File: src/rtl/mem_access_unit.sv
// mem_access_unit: MEM-stage load/store engine on an SRAM-like bus; define LLSC_EN to add the LL/SC link bit
module mem_access_unit #(
  parameter int ADDR_W = 32
) (
  input  logic              clk,
  input  logic              rst,
  input  logic              mem_valid,
  input  logic              mem_flush,
  input  logic              wb_stall,
  input  logic [3:0]        load_type,
  input  logic [3:0]        store_type,
  input  logic [ADDR_W-1:0] mem_addr,
  input  logic [31:0]       mem_wdata,
  output logic              data_req,
  output logic              data_wr,
  output logic [1:0]        data_size,
  output logic [ADDR_W-1:0] data_addr,
  output logic [3:0]        data_be,
  output logic [31:0]       data_wdata,
  input  logic              data_addr_ok,
  input  logic              data_data_ok,
  input  logic [31:0]       data_rdata,
  output logic              mem_stall,
  output logic [31:0]       load_result,
  output logic              adel,
  output logic              ades
);
  typedef enum logic [1:0] {S_IDLE, S_REQ, S_WAIT, S_DONE} state_t;
  localparam logic [3:0] LB = 4'd1, LBU = 4'd2, LH = 4'd3, LHU = 4'd4, LW = 4'd5, LL = 4'd6;
  localparam logic [3:0] SH = 4'd2, SW = 4'd3, SC = 4'd4;
  state_t            r_state;
  logic              r_req, r_wr, r_discard, r_sc;
  logic [1:0]        r_size;
  logic [ADDR_W-1:0] r_addr;
  logic [3:0]        r_be, r_ltype;
  logic [31:0]       r_wdata, r_result;
  logic              w_ld, w_st, w_half, w_word, w_mis, w_access, w_start, w_sc, w_sc_fail, w_drop;
  logic [1:0]        w_size;
  logic [3:0]        w_be;
  logic [7:0]        w_byte;
  logic [15:0]       w_hw;
  logic [31:0]       w_wdata, w_ext, w_result;
  assign w_ld     = load_type != 4'd0;
  assign w_st     = store_type != 4'd0 && !w_ld;
  assign w_half   = (w_ld && (load_type == LH || load_type == LHU)) || (w_st && store_type == SH);
  assign w_word   = (w_ld && (load_type == LW || load_type == LL)) || (w_st && (store_type == SW || store_type == SC));
  assign w_mis    = (w_half && mem_addr[0]) || (w_word && mem_addr[1:0] != 2'b00);
  assign w_access = mem_valid && (w_ld || w_st);
  assign adel     = w_access && w_mis && w_ld;
  assign ades     = w_access && w_mis && w_st;
  assign w_start  = r_state == S_IDLE && w_access && !w_mis && !mem_flush;
  assign w_sc     = w_st && store_type == SC;
`ifdef LLSC_EN
  logic r_llbit;
  assign w_sc_fail = w_sc && !r_llbit;
`else
  assign w_sc_fail = 1'b0;
`endif
  // A failing SC resolves locally, so it is the only started access that does not stall
  assign mem_stall = (w_start && !w_sc_fail) || r_state == S_REQ || r_state == S_WAIT;
  assign w_drop    = r_discard || mem_flush;
  assign w_size    = w_word ? 2'd2 : w_half ? 2'd1 : 2'd0;
  assign w_be      = !w_st ? 4'h0 : w_word ? 4'hF : w_half ? 4'b0011 << mem_addr[1:0] : 4'b0001 << mem_addr[1:0];
  assign w_wdata   = w_word ? mem_wdata : w_half ? {2{mem_wdata[15:0]}} : {4{mem_wdata[7:0]}};
  assign w_byte    = data_rdata[{r_addr[1:0], 3'b000} +: 8];
  assign w_hw      = r_addr[1] ? data_rdata[31:16] : data_rdata[15:0];
  assign w_ext     = r_ltype == LB  ? {{24{w_byte[7]}}, w_byte} :
                     r_ltype == LBU ? {24'd0, w_byte} :
                     r_ltype == LH  ? {{16{w_hw[15]}}, w_hw} :
                     r_ltype == LHU ? {16'd0, w_hw} : data_rdata;
  assign w_result  = r_sc ? 32'd1 : r_ltype != 4'd0 ? w_ext : r_result;
  assign data_req    = r_req;
  assign data_wr     = r_wr;
  assign data_size   = r_size;
  assign data_addr   = r_addr;
  assign data_be     = r_be;
  assign data_wdata  = r_wdata;
  assign load_result = r_result;
  // Access FSM: bus fields are latched once at issue and held until the next issue
  always_ff @(posedge clk) begin
    if (rst) begin
      r_state   <= S_IDLE;
      r_req     <= 1'b0;
      r_wr      <= 1'b0;
      r_size    <= 2'd0;
      r_addr    <= '0;
      r_be      <= 4'h0;
      r_wdata   <= 32'd0;
      r_result  <= 32'd0;
      r_discard <= 1'b0;
      r_sc      <= 1'b0;
      r_ltype   <= 4'd0;
    end else begin
      case (r_state)
        S_IDLE: if (w_start) begin
          if (w_sc_fail) begin
            r_state  <= S_DONE;
            r_result <= 32'd0;
          end else begin
            r_state <= S_REQ;
            r_req   <= 1'b1;
            r_wr    <= w_st;
            r_size  <= w_size;
            r_addr  <= mem_addr;
            r_be    <= w_be;
            r_wdata <= w_wdata;
            r_sc    <= w_sc;
            r_ltype <= w_ld ? load_type : 4'd0;
          end
        end
        S_REQ: begin
          if (mem_flush) r_discard <= 1'b1;
          if (data_addr_ok) begin
            r_req   <= 1'b0;
            r_state <= S_WAIT;
          end
        end
        S_WAIT: begin
          if (data_data_ok) begin
            r_state   <= w_drop ? S_IDLE : S_DONE;
            r_discard <= 1'b0;
            if (!w_drop) r_result <= w_result;
          end else if (mem_flush) r_discard <= 1'b1;
        end
        S_DONE: if (!wb_stall) r_state <= S_IDLE;
      endcase
    end
  end
`ifdef LLSC_EN
  // Link bit: set by an LL that completes undiscarded, cleared by any flush or SC outcome
  always_ff @(posedge clk) begin
    if (rst) r_llbit <= 1'b0;
    else if (mem_flush || (w_start && w_sc_fail) || (r_state == S_WAIT && data_data_ok && r_sc)) r_llbit <= 1'b0;
    else if (r_state == S_WAIT && data_data_ok && !r_discard && r_ltype == LL) r_llbit <= 1'b1;
  end
`endif
endmodule
File: config.mk
export PLATFORM = sky130hd
export DESIGN_NAME = mem_access_unit
export DESIGN_NICKNAME = d
export VERILOG_FILES = /design/src/rtl/mem_access_unit.sv
export SDC_FILE = /design/constraint.sdc
export NUM_CORES = 1
export LEC_CHECK = 0
export ABC_AREA = 1
export BUFFER_PORTS_ARGS = -buffer_cell sky130_fd_sc_hd__buf_4
export CELL_PAD_IN_SITES_DETAIL_PLACEMENT = 0
export CELL_PAD_IN_SITES_GLOBAL_PLACEMENT = 1
export CORE_MARGIN = 5
export CORE_UTILIZATION = 33
export DETAILED_ROUTE_END_ITERATION = 7
export HOLD_SLACK_MARGIN = 0.1
export PLACE_DENSITY_LB_ADDON = 0.1
export SLEW_MARGIN = 0
export SYNTH_ARGS = -nofsm -noshare
export SYNTH_HDL_FRONTEND = slang
export SYNTH_SLANG_ARGS = --single-unit
File: constraint.sdc
create_clock -name clk -period 2.3 [get_ports clk]
set_input_delay 0.46 -clock clk [delete_from_list [all_inputs] [get_ports clk]]
set_output_delay 0.46 -clock clk [all_outputs]
set_load 0.005 [all_outputs]
==> impl_results.md <==
* Status: complete, no violations
* Mux contribution to synthesized area at 0
* Core box area at 15,900 um^2
* Ranking of synthesized cells by area: dfxtp_1 (42%), nand2_1 (24%), a21oi_1 (13%)
* Xor/xnor share of the synthesized area at 0
* Yosys reg bits at 112
* Adder-cell share of the synthesized area at 0.0116
* Fmax at 0.467 GHz
* Critical path capture point type: output port
* Detailed-placement wirelength estimate at 13,800 um
* Most frequent cells in the layout: nand2_1 (341), buf_4 (231), a21oi_1 (137)
* Placement Cell Area at 7210 um^2
* Commonest non-fill, non-tap cell in the layout: nand2_1
* Crit path kind: flip-flop to output port
* Final count of hold timing violations at 0
* GRT overflow at 0
* CTS tree: done
* Via Count at 5,767
* Die area at 19,000 um^2
* Initial Utilization at 0.339
* H-tree levels at 3
* CTS buffer count at 9
* Boundary pin count at 218
* Syn nets at 928
* Synth cell types at 29
* Later-pin clock latency in the skew report at 0.35 ns
* RSZ-0062 raised after global routing: false
* Initial antenna violation count at 0
* Pre-Repair DR Iteration Count at 5
* Die Ht at 138 um
* Fin. max-slew vios at 0
* Clock tree buffer depth at 2
* Die X at 138 um
* # setup viols final at 0
* Largest net degree at the start of global routing at 72
* PwrDens at 687 nW/um^2
* Syn_area_per_cell at 6.65 um^2
* Port Buffers at 217
* Simple-Gate Fraction of Synth Area at 0.294
* Max-cap check violation count at 0
* First-pass GRT wire length at 28,600 um
* Tightest Hold Check Type: input pin to flip-flop
* WL final at 18,600 um
* Slew HR at 0.753
* Crit-path max FO at 8
* Total clock sinks at 112
* Cells after Synth at 812
* Wire per inst at 15.1 um
* Worst Max-Slew Pin Slew at 0.370 ns
* # diodes at 0
* Vias in the first global route at 5,497
* Post-synth top area cell: dfxtp_1
* Via/cell ratio at 4.67
* Global-route usage over all layers at 0.192
* Layout cells sized above 1 at 0.269
* Drc violations at 0
* Iter 0 DRT Violations at 315
* Post-synthesis sequential area ratio at 0.415
* Final period util at 0.932
* WP data arrival at 1.68 ns
* Period minus WS final at 2.14 ns
* Synth Area in Compound Gates at 0.193
* Area share of the largest cell type after synthesis at 0.415
* Max IR drop VDD at 0.339 mV
* Largest family of logic cells by synthesized area: simple AND/OR/NAND/NOR gates
* Rows at 46
* Final clock skew at 0.00519 ns
* Total negative slack at 0 ns
* Synth warn at 0
* Post-Layout Inst Area at 7510 um^2
* Crit start category: flip-flop
* Nets at 1,131
* Clock root buffer: clkbuf_16
* Mapped Area at 5400 um^2
* Post-DRT Antenna Nets at 0
* Synth-to-layout area growth at 39.1%
* GPL Wtd Cong at 0.892
* Final core utilization at 0.471
* Leak Pwr at 3.47 nW
* Clock transition at the registers of the reported paths at 0.07 ns
* Worst EP required at 1.84 ns
## kinds of logic after synthesis
logic type                 count (synthesis)
AOI/OAI and AO/OA                        203
adders and majority gates                  5
buffers and inverters                     95
DFF                                      112
and+or+nand+nor                          397
## metrics by stage
stage	std cells	power, W	hold slack, ns	worst slack (ns)
4_1_cts	1235	0.00522	0.322	0.0341
3_5_place_dp	1219	0.00369	0.456	0.200
3_3_place_gp	1219	0.00369	0.453	0.221
2_1_floorplan	812	0.00306	0.445	0.434
6_report	1236	0.00516	0.346	0.157
5_1_grt	1236	0.00550	0.324	0.0146
## metal layers
| layer | global-route usage | wire (um) | share of wire |
|---|---|---|---|
| met2 | 0.323 | 8920 | 0.48 |
| met4 | 0.0417 | 142 | 0.0076 |
| met3 | 0.0722 | 1790 | 0.096 |
| met1 | 0.234 | 7790 | 0.42 |
| met5 | 0 | 0 | 0 |
## flip-flops by register name, summed over array words and instances, names as in the netlist
signal / cells
r_state: 2
r_ltype: 4
data_size: 2
r_sc: 1
data_wr: 1
data_addr: 32
data_req: 1
r_discard: 1
load_result: 32
data_wdata: 32
data_be: 4
## worst max-delay path: stages, from the launching register on
cell,delay (ns)
dfxtp_1,0.35
inv_1,0.14
ha_2,0.23
nand2_1,0.08
nor2_2,0.17
nand3_4,0.14
nand3_1,0.10
buf_4,0.11
## what timing repair did
item	CTS	global route
endpoints found under the hold margin	0	0
resized for setup	0	2
setup endpoints to repair	0	14
hold buffers	0	0
buffers inserted	0	1
## cell type report
class | instances | area, um^2
clock buffers | 9 | 225
clock inverters | 7 | 53.8
repair buffers | 236 | 1830
flip-flops and latches | 112 | 2240
fillers | 1749 | 8430
well taps | 216 | 270
multi-input cells | 605 | 2690
inverters | 51 | 194
## worst paths after layout
path | start | end | slack [ns] | depth (start not counted)
min | data_data_ok | r_discard | 0.35 | 2
max reg2reg | r_state[0] | load_result[15] | 0.32 | 10
max | r_state[1] | mem_stall | 0.16 | 7
min reg2reg | data_addr[19] | data_addr[19] | 0.47 | 2
## Yosys cell counts, drive strengths merged
master    n
or2       1
o211ai    2
a311oi    1
nand3    14
nor3      2
clkinv    2
nand4     1
a21oi   138
inv      49
nor2     29
buf      24
clkbuf   20
ha        5
nand3b    1
dfxtp   112
nand2   349
o21ai    59
o22ai     3
## report_power, final
part | internal (W) | switching [W]
Combinational | 0.000635 | 0.000807
Clock | 0.000749 | 0.000777
Sequential | 0.00210 | 0.0000938
No activity file was read; power rests on OpenSTA's default activity.
